===== config.mk =====
export PLATFORM = sky130hd
export DESIGN_NAME = jtkicker_colmix_multi
export DESIGN_NICKNAME = d
export VERILOG_FILES = /design/src/rtl/jtkicker_colmix_multi.sv
export SDC_FILE = /design/constraint.sdc
export NUM_CORES = 2
export LEC_CHECK = 0
export ABC_AREA = 1
export BUFFER_PORTS_ARGS = -buffer_cell sky130_fd_sc_hd__buf_2
export CORE_AREA = 5 5 723 725
export DETAILED_ROUTE_END_ITERATION = 10
export DIE_AREA = 0 0 728 730
export PLACE_DENSITY = 0.42
export SYNTH_ARGS = -nofsm -noshare
export SYNTH_HDL_FRONTEND = slang
export SYNTH_SLANG_ARGS = --single-unit

===== constraint.sdc =====
create_clock -name clk -period 2 [get_ports clk]
set_input_delay 0.2 -clock clk [delete_from_list [all_inputs] [get_ports clk]]
set_output_delay 0.2 -clock clk [all_outputs]
set_load 0.01 [all_outputs]

===== src/rtl/jtkicker_colmix_multi.sv =====
// Priority layer mixer with per-channel palette PROMs and blanking realignment.
// Define JTKICKER_COLMIX_FADE_EN to add the frame-based fade in/out stage.
module jtkicker_colmix_multi #(
    parameter int unsigned     LAYERS    = 2,
    parameter int unsigned     PXLW      = 4,
    parameter int unsigned     PALW      = 4,
    parameter int unsigned     CW        = 4,
    parameter logic [PALW-1:0] BGPAL     = '1,
    parameter int unsigned     EXTRA_DLY = 0,
    parameter int unsigned     FADE_STEP = 2
) (
    input  logic                   clk,
    input  logic                   rst_n,
    input  logic                   pxl_cen,
    input  logic                   LHBL,
    input  logic                   LVBL,
    input  logic [LAYERS*PXLW-1:0] lyr_pxl,
    input  logic [LAYERS*PALW-1:0] lyr_pal,
    input  logic [LAYERS*2-1:0]    prio,
    input  logic [LAYERS-1:0]      gfx_en,
    input  logic [PALW+PXLW-1:0]   prog_addr,
    input  logic [CW-1:0]          prog_data,
    input  logic [2:0]             prog_en,
    input  logic                   fade_req,
    input  logic                   fade_dir,
    output logic                   fade_busy,
    output logic [CW-1:0]          red,
    output logic [CW-1:0]          green,
    output logic [CW-1:0]          blue,
    output logic                   LHBL_dly,
    output logic                   LVBL_dly
);
    localparam int unsigned AW  = PALW + PXLW;
    localparam int unsigned LAT = 2 + EXTRA_DLY;

    logic [CW-1:0]   r_mem_r [2**AW];
    logic [CW-1:0]   r_mem_g [2**AW];
    logic [CW-1:0]   r_mem_b [2**AW];
    logic [AW-1:0]   r_addr;
    logic [3*CW-1:0] r_rd;
    logic [LAT-1:0]  r_hs;
    logic [LAT-1:0]  r_vs;
    logic [AW-1:0]   w_addr;
    logic [3*CW-1:0] w_col;
    logic            w_show;

    // Walk the priority list in order; the first opaque, enabled layer wins.
    always_comb begin
        logic w_found;
        w_found = 1'b0;
        w_addr  = {BGPAL, PXLW'(0)};
        for (int unsigned i = 0; i < LAYERS; i++) begin
            for (int unsigned j = 0; j < LAYERS; j++) begin
                if (!w_found && prio[i*2 +: 2] == 2'(j) && gfx_en[j] &&
                    lyr_pxl[j*PXLW +: PXLW] != '0) begin
                    w_found = 1'b1;
                    w_addr  = {lyr_pal[j*PALW +: PALW], lyr_pxl[j*PXLW +: PXLW]};
                end
            end
        end
    end

    always_ff @(posedge clk) begin
        if (!rst_n) begin
            r_addr <= '0;
            r_hs   <= '0;
            r_vs   <= '0;
        end else if (pxl_cen) begin
            r_addr <= w_addr;
            r_hs   <= {r_hs[LAT-2:0], LHBL};
            r_vs   <= {r_vs[LAT-2:0], LVBL};
        end
    end

    // PROM arrays are never reset; a same-edge write leaves the read with old data.
    always_ff @(posedge clk) begin
        if (prog_en[0]) r_mem_r[prog_addr] <= prog_data;
        if (prog_en[1]) r_mem_g[prog_addr] <= prog_data;
        if (prog_en[2]) r_mem_b[prog_addr] <= prog_data;
        if (!rst_n) begin
            r_rd <= '0;
        end else if (pxl_cen) begin
            r_rd <= {r_mem_b[r_addr], r_mem_g[r_addr], r_mem_r[r_addr]};
        end
    end

    if (EXTRA_DLY > 0) begin : g_xdly
        logic [3*CW-1:0] r_xd [EXTRA_DLY];
        always_ff @(posedge clk) begin
            if (!rst_n) begin
                for (int unsigned i = 0; i < EXTRA_DLY; i++) r_xd[i] <= '0;
            end else if (pxl_cen) begin
                r_xd[0] <= r_rd;
                for (int unsigned i = 1; i < EXTRA_DLY; i++) r_xd[i] <= r_xd[i-1];
            end
        end
        assign w_col = r_xd[EXTRA_DLY-1];
    end else begin : g_nodly
        assign w_col = r_rd;
    end

    assign LHBL_dly = r_hs[LAT-1];
    assign LVBL_dly = r_vs[LAT-1];
    assign w_show   = LHBL_dly & LVBL_dly;

`ifdef JTKICKER_COLMIX_FADE_EN
    typedef enum logic {IDLE, RUN} fade_state_t;
    localparam int unsigned CNTW = (FADE_STEP > 1) ? $clog2(FADE_STEP) : 1;

    fade_state_t     r_state;
    logic [4:0]      r_level;
    logic [CNTW-1:0] r_fcnt;
    logic            r_dir;
    logic            r_lvbl_q;
    logic            r_busy;
    logic            w_tick;
    logic            w_at_tgt;

    function automatic logic [CW-1:0] fade(input logic [CW-1:0] c, input logic [4:0] lvl);
        return CW'(((CW+5)'(c) * (CW+5)'(lvl)) >> 4);
    endfunction

    // A frame tick is the falling edge of the raw vertical blank.
    assign w_tick    = r_lvbl_q & ~LVBL;
    assign w_at_tgt  = r_dir ? (r_level == 5'd0) : (r_level == 5'd16);
    assign fade_busy = r_busy;

    always_ff @(posedge clk) begin
        if (!rst_n) begin
            r_state  <= IDLE;
            r_level  <= 5'd16;
            r_fcnt   <= '0;
            r_dir    <= 1'b0;
            r_lvbl_q <= 1'b0;
            r_busy   <= 1'b0;
        end else begin
            r_lvbl_q <= LVBL;
            case (r_state)
                IDLE: begin
                    if (fade_req) begin
                        r_state <= RUN;
                        r_busy  <= 1'b1;
                        r_dir   <= fade_dir;
                        r_fcnt  <= '0;
                    end
                end
                RUN: begin
                    if (w_at_tgt) begin
                        r_state <= IDLE;
                        r_busy  <= 1'b0;
                    end else if (w_tick) begin
                        if (r_fcnt == CNTW'(FADE_STEP - 1)) begin
                            r_fcnt  <= '0;
                            r_level <= r_dir ? r_level - 5'd1 : r_level + 5'd1;
                        end else begin
                            r_fcnt <= r_fcnt + CNTW'(1);
                        end
                    end
                end
                default: r_state <= IDLE;
            endcase
        end
    end

    always_comb begin
        red   = '0;
        green = '0;
        blue  = '0;
        if (w_show) begin
            red   = fade(w_col[0    +: CW], r_level);
            green = fade(w_col[CW   +: CW], r_level);
            blue  = fade(w_col[2*CW +: CW], r_level);
        end
    end
`else
    logic w_unused;
    assign w_unused  = &{1'b0, fade_req, fade_dir, FADE_STEP != 0};
    assign fade_busy = 1'b0;

    always_comb begin
        red   = '0;
        green = '0;
        blue  = '0;
        if (w_show) begin
            red   = w_col[0    +: CW];
            green = w_col[CW   +: CW];
            blue  = w_col[2*CW +: CW];
        end
    end
`endif

endmodule


==> run summary <==
RUN STATUS
-----------------------------------------------------------------------------------------------
Status                                                                             complete, but fails checks
Violations in the final reports                                                    setup timing

FLOORPLAN
-----------------------------------------------------------------------------------------------
Number of placement rows                                                                    264
Number of top-level pins                                                                     59
Core area                                                                             0.515 mm2
Initial standard-cell utilization of the core                                             24.9%
Die area                                                                              0.531 mm2
Die outline width                                                                        728 um
Floorplan die height                                                                     730 um

GLOBAL ROUTE
-----------------------------------------------------------------------------------------------
Global-route congestion overflow total                                                        0
Number of antenna violations at the first check in global routing                            28
Largest net degree at the start of global routing                                           114
Via count of the first global-routing pass                                               89,200
Wire length of the first global-routing pass                                         646,000 um
Gr usage total                                                                            16.4%

FINISH
-----------------------------------------------------------------------------------------------
Final Util                                                                                32.6%
Area overhead of the layout relative to synthesis                                         30.7%
Final net count                                                                          12,700
Layout cell share with drive strength beyond 1                                            21.6%

CRITICAL PATH
-----------------------------------------------------------------------------------------------
Family with the most delay on the worst path                                       simple AND/OR/NAND/NOR gates
Depth of the most critical reg-to-reg path                                                   18
Maximum fanout along the worst path                                                          10
Critical path capture point type                                                      flip-flop
WP data arrival                                                                         3.46 ns
Largest stage delay on the critical path                                                0.37 ns
CP Depth                                                                                     18
Cells traversed along the worst timing path                                        buf_12, clkbuf_16, clkbuf_16, buf_16, buf_12, nand2_1, nand3_1, nand3_2, nand3_2, nand3_1, nand3_2, nand3_2, buf_6, nand2_1, nand2_2, nand3_2, nand2_1, inv_1
Critical Path Source Type                                                             flip-flop
Crit-path most repeated cell                                                       sky130_fd_sc_hd__nand3_2
Crit Path Category                                                                 flip-flop to flip-flop
Worst path required time                                                                2.85 ns
Critical path buffers and inverters                                                           7
Cell with the largest stage delay on the worst path                                sky130_fd_sc_hd__dfxtp_4

SYNTHESIS
-----------------------------------------------------------------------------------------------
Compound-cell area share of the yosys netlist                                            0.169%
Top-area cell type share of the netlist area                                              71.8%
Fraction of registers with async set or reset after synthesis                                0%
Nets in the synthesized netlist                                                          11,300
Most common cell in the synthesized netlist                                        sky130_fd_sc_hd__nand2_1
Yosys warnings                                                                                0
Simple-gate share of the synthesized area                                                 24.2%
Cell type contributing the most total cell area after synthesis                    sky130_fd_sc_hd__edfxtp_1
Adder and majority cell fraction of the synthesized area                                     0%
Mapped cell area                                                                      0.128 mm2
Combinational family with the most area after synthesis                            simple AND/OR/NAND/NOR gates
Number of flops mapped to enable cells by yosys                                           3,072
Xor and xnor fraction of the mapped netlist area                                             0%
Syn avg cell area                                                                      11.4 um2
Number of distinct standard cells referenced by the synthesized netlist                      26
Seq cells post-synth                                                                      3,096
Cell count after synthesis                                                               11,300
Commonest register cell after synthesis                                            sky130_fd_sc_hd__edfxtp_1
Largest cells by area after synthesis                                              sky130_fd_sc_hd__edfxtp_1 72%, sky130_fd_sc_hd__nand3_1 12%, sky130_fd_sc_hd__nand2_1 9.9%
List of most frequent post-synthesis cells                                         3,401 x sky130_fd_sc_hd__nand2_1, 3,072 x sky130_fd_sc_hd__edfxtp_1, 3,038 x sky130_fd_sc_hd__nand3_1
Multiplexer share of the synthesized area                                                    0%
Fraction of the yosys area taken by sequential cells                                      72.2%

PLACEMENT
-----------------------------------------------------------------------------------------------
Placed wire-length estimate                                                          303,000 um
Count of input and output buffers                                                            55
Final GP Congestion                                                                       0.836

DETAILED ROUTING
-----------------------------------------------------------------------------------------------
Vias after detailed routing                                                              91,400
Routed length per instance                                                              23.2 um
First drt pass iteration count                                                                6
Vias/cell                                                                                  4.62
Post-route antenna net violation count                                                        0
Post-detailed-routing wire length                                                    458,000 um
Remaining DRCs                                                                                0
Number of DRC markers in iteration 0                                                      8,670

CLOCKING
-----------------------------------------------------------------------------------------------
CTS tree                                                                                    yes
Insertion delay to the later sink of the worst-skew pair                                0.95 ns
Clock Sink Count                                                                          3,096
Inserted Clock Buffers                                                                      361
Cell chosen for the clock root                                                     sky130_fd_sc_hd__clkbuf_16
Maximum buffer depth of the clock tree                                                        4
H-tree depth                                                                                  5
Clock input transition at the sequential cells of the worst setup and hold paths        0.06 ns

TIMING
-----------------------------------------------------------------------------------------------
Max-slew violations                                                                           0
Tightest slew margin relative to the limit                                                49.6%
Minimum clock period                                                                    2.61 ns
Count of endpoints failing setup in the final report                                         24
Worst slew pin tran                                                                    0.755 ns
Setup repair after global routing missed its margin                                        true
Final hold slack                                                                       0.172 ns
Final period util                                                                          131%
Clk_skew                                                                              0.0466 ns
Setup slack after layout                                                              -0.614 ns
Hold Violations, Final                                                                        0
Maximum clock frequency                                                               0.383 GHz

JOB
-----------------------------------------------------------------------------------------------
Max capacitance violation total                                                               0

PWR
-----------------------------------------------------------------------------------------------
Clock network power share                                                                 42.8%
Peak supply drop                                                                         694 uV
Internal portion of total power                                                          115 mW
Net switching power                                                                     38.0 mW
Flop pwr share                                                                            46.8%
Share of total power in combinational logic                                               10.4%
Sw Ratio                                                                                  24.9%
Total leakage power                                                                     61.2 nW
Pwr/cell area                                                                        911 mW/mm2

HOLD PATH
-----------------------------------------------------------------------------------------------
Hold Crit Depth                                                                               6
Class of the tightest hold or removal check                                        input pin to flip-flop

## final cells by class
| type | instances | area, um2 |
|---|---|---|
| clock inverter | 221 | 2190 |
| clock buffer | 439 | 9430 |
| timing repair buffer | 1843 | 20300 |
| timing repair inverter | 2 | 50.0 |
| multi-input combinational | 7312 | 34200 |
| antenna | 12 | 30.0 |
| inverter | 61 | 349 |
| fill | 51900 | 348000 |
| sequential | 3096 | 92800 |
| tap | 6783 | 8490 |
## state kept, by name, indices dropped and copies added (netlist names)
| signal | flops |
|---|---|
| r_mem_b | 1024 |
| r_mem_g | 1024 |
| r_mem_r | 1024 |
| r_rd | 12 |
| r_addr | 8 |
| r_hs | 2 |
| r_vs | 2 |
## worst reg2reg max path, cell delays in order (launching register included)
cell and delay [ns]:
sky130_fd_sc_hd__dfxtp_4 0.37, sky130_fd_sc_hd__buf_12 0.16, sky130_fd_sc_hd__clkbuf_16 0.20, sky130_fd_sc_hd__clkbuf_16 0.20
sky130_fd_sc_hd__buf_16 0.16, sky130_fd_sc_hd__buf_12 0.16, sky130_fd_sc_hd__nand2_1 0.05, sky130_fd_sc_hd__nand3_1 0.11
sky130_fd_sc_hd__nand3_2 0.10, sky130_fd_sc_hd__nand3_2 0.12, sky130_fd_sc_hd__nand3_1 0.12, sky130_fd_sc_hd__nand3_2 0.11
sky130_fd_sc_hd__nand3_2 0.11, sky130_fd_sc_hd__buf_6 0.14, sky130_fd_sc_hd__nand2_1 0.07, sky130_fd_sc_hd__nand2_2 0.14
sky130_fd_sc_hd__nand3_2 0.09, sky130_fd_sc_hd__nand2_1 0.07, sky130_fd_sc_hd__inv_1 0.04
## cell families (layout without fill, tap and decap cells)
logic type,Yosys count,in the layout
other cells,1,13
buf+inv,863,2566
simple gates,7273,7273
compound gates,38,38
flops,3096,3096
## power by group through the flow
stage | Clock (mW) | Sequential [mW] | Combinational, mW
final | 65.5 | 71.6 | 15.9
after global routing | 69.6 | 71.5 | 16.8
after CTS | 67.0 | 71.6 | 14.7
after detailed placement | 0 | 72.9 | 13.8
after global placement | 0 | 72.9 | 13.9
after floorplan | 0 | 72.9 | 5.85
## per-layer routing
metal  wire length, um  global-route usage (%)  vias up
met5                30                       0        -
met4             11500                    4.25        6
met3             28900                    2.78      583
met2            209000                    26.0     2626
met1            209000                    23.3    45500
li1                  -                       -    42600
## layout by cell type (no fill, tap or decap), drive strengths merged, types with 32 or more instances in the layout
master          n
clkinv        165
buf          1761
inv            63
nor2          824
nand2        3401
bufinv         32
clkbuf        480
edfxtp       3072
nand3        3038
dlygate4sd3    33
## per-stage QoR
step                      area (um2)  power, mW  setup TNS, ns  setup WS (ns)  cells
after floorplan               128000       78.8              0          0.233  11300
after global placement        150000       86.8        -251.47          -1.04  18900
after detailed placement      150000       86.7        -231.81         -0.965  18900
after CTS                     164000        153          -9.06         -0.694  19700
after global routing          168000        158          -8.91         -0.668  19800
final                         168000        153          -7.31         -0.614  19800
## worst paths after layout
path	startpoint	to	slack (ns)
max	r_addr[0]$_SDFFE_PN0P_	r_rd[5]$_SDFFE_PN0P_	-0.61
min	prog_addr[7]	r_mem_g[195][1]$_DFFE_PP_	0.17
max reg2reg	r_addr[0]$_SDFFE_PN0P_	r_rd[5]$_SDFFE_PN0P_	-0.61
min reg2reg	r_hs[0]$_SDFFE_PN0P_	r_hs[1]$_SDFFE_PN0P_	0.48
## timing repair
action                                  in CTS  in global routing
setup buffers                               37                 36
resized for setup                          257                460
cloned                                      20                 42
endpoints found under the setup margin      24                 28
hold endpoints to repair                  1639                  0
hold buffers                                33                  0
pin swaps                                    6                 71
(Power assumes the default switching activity.)
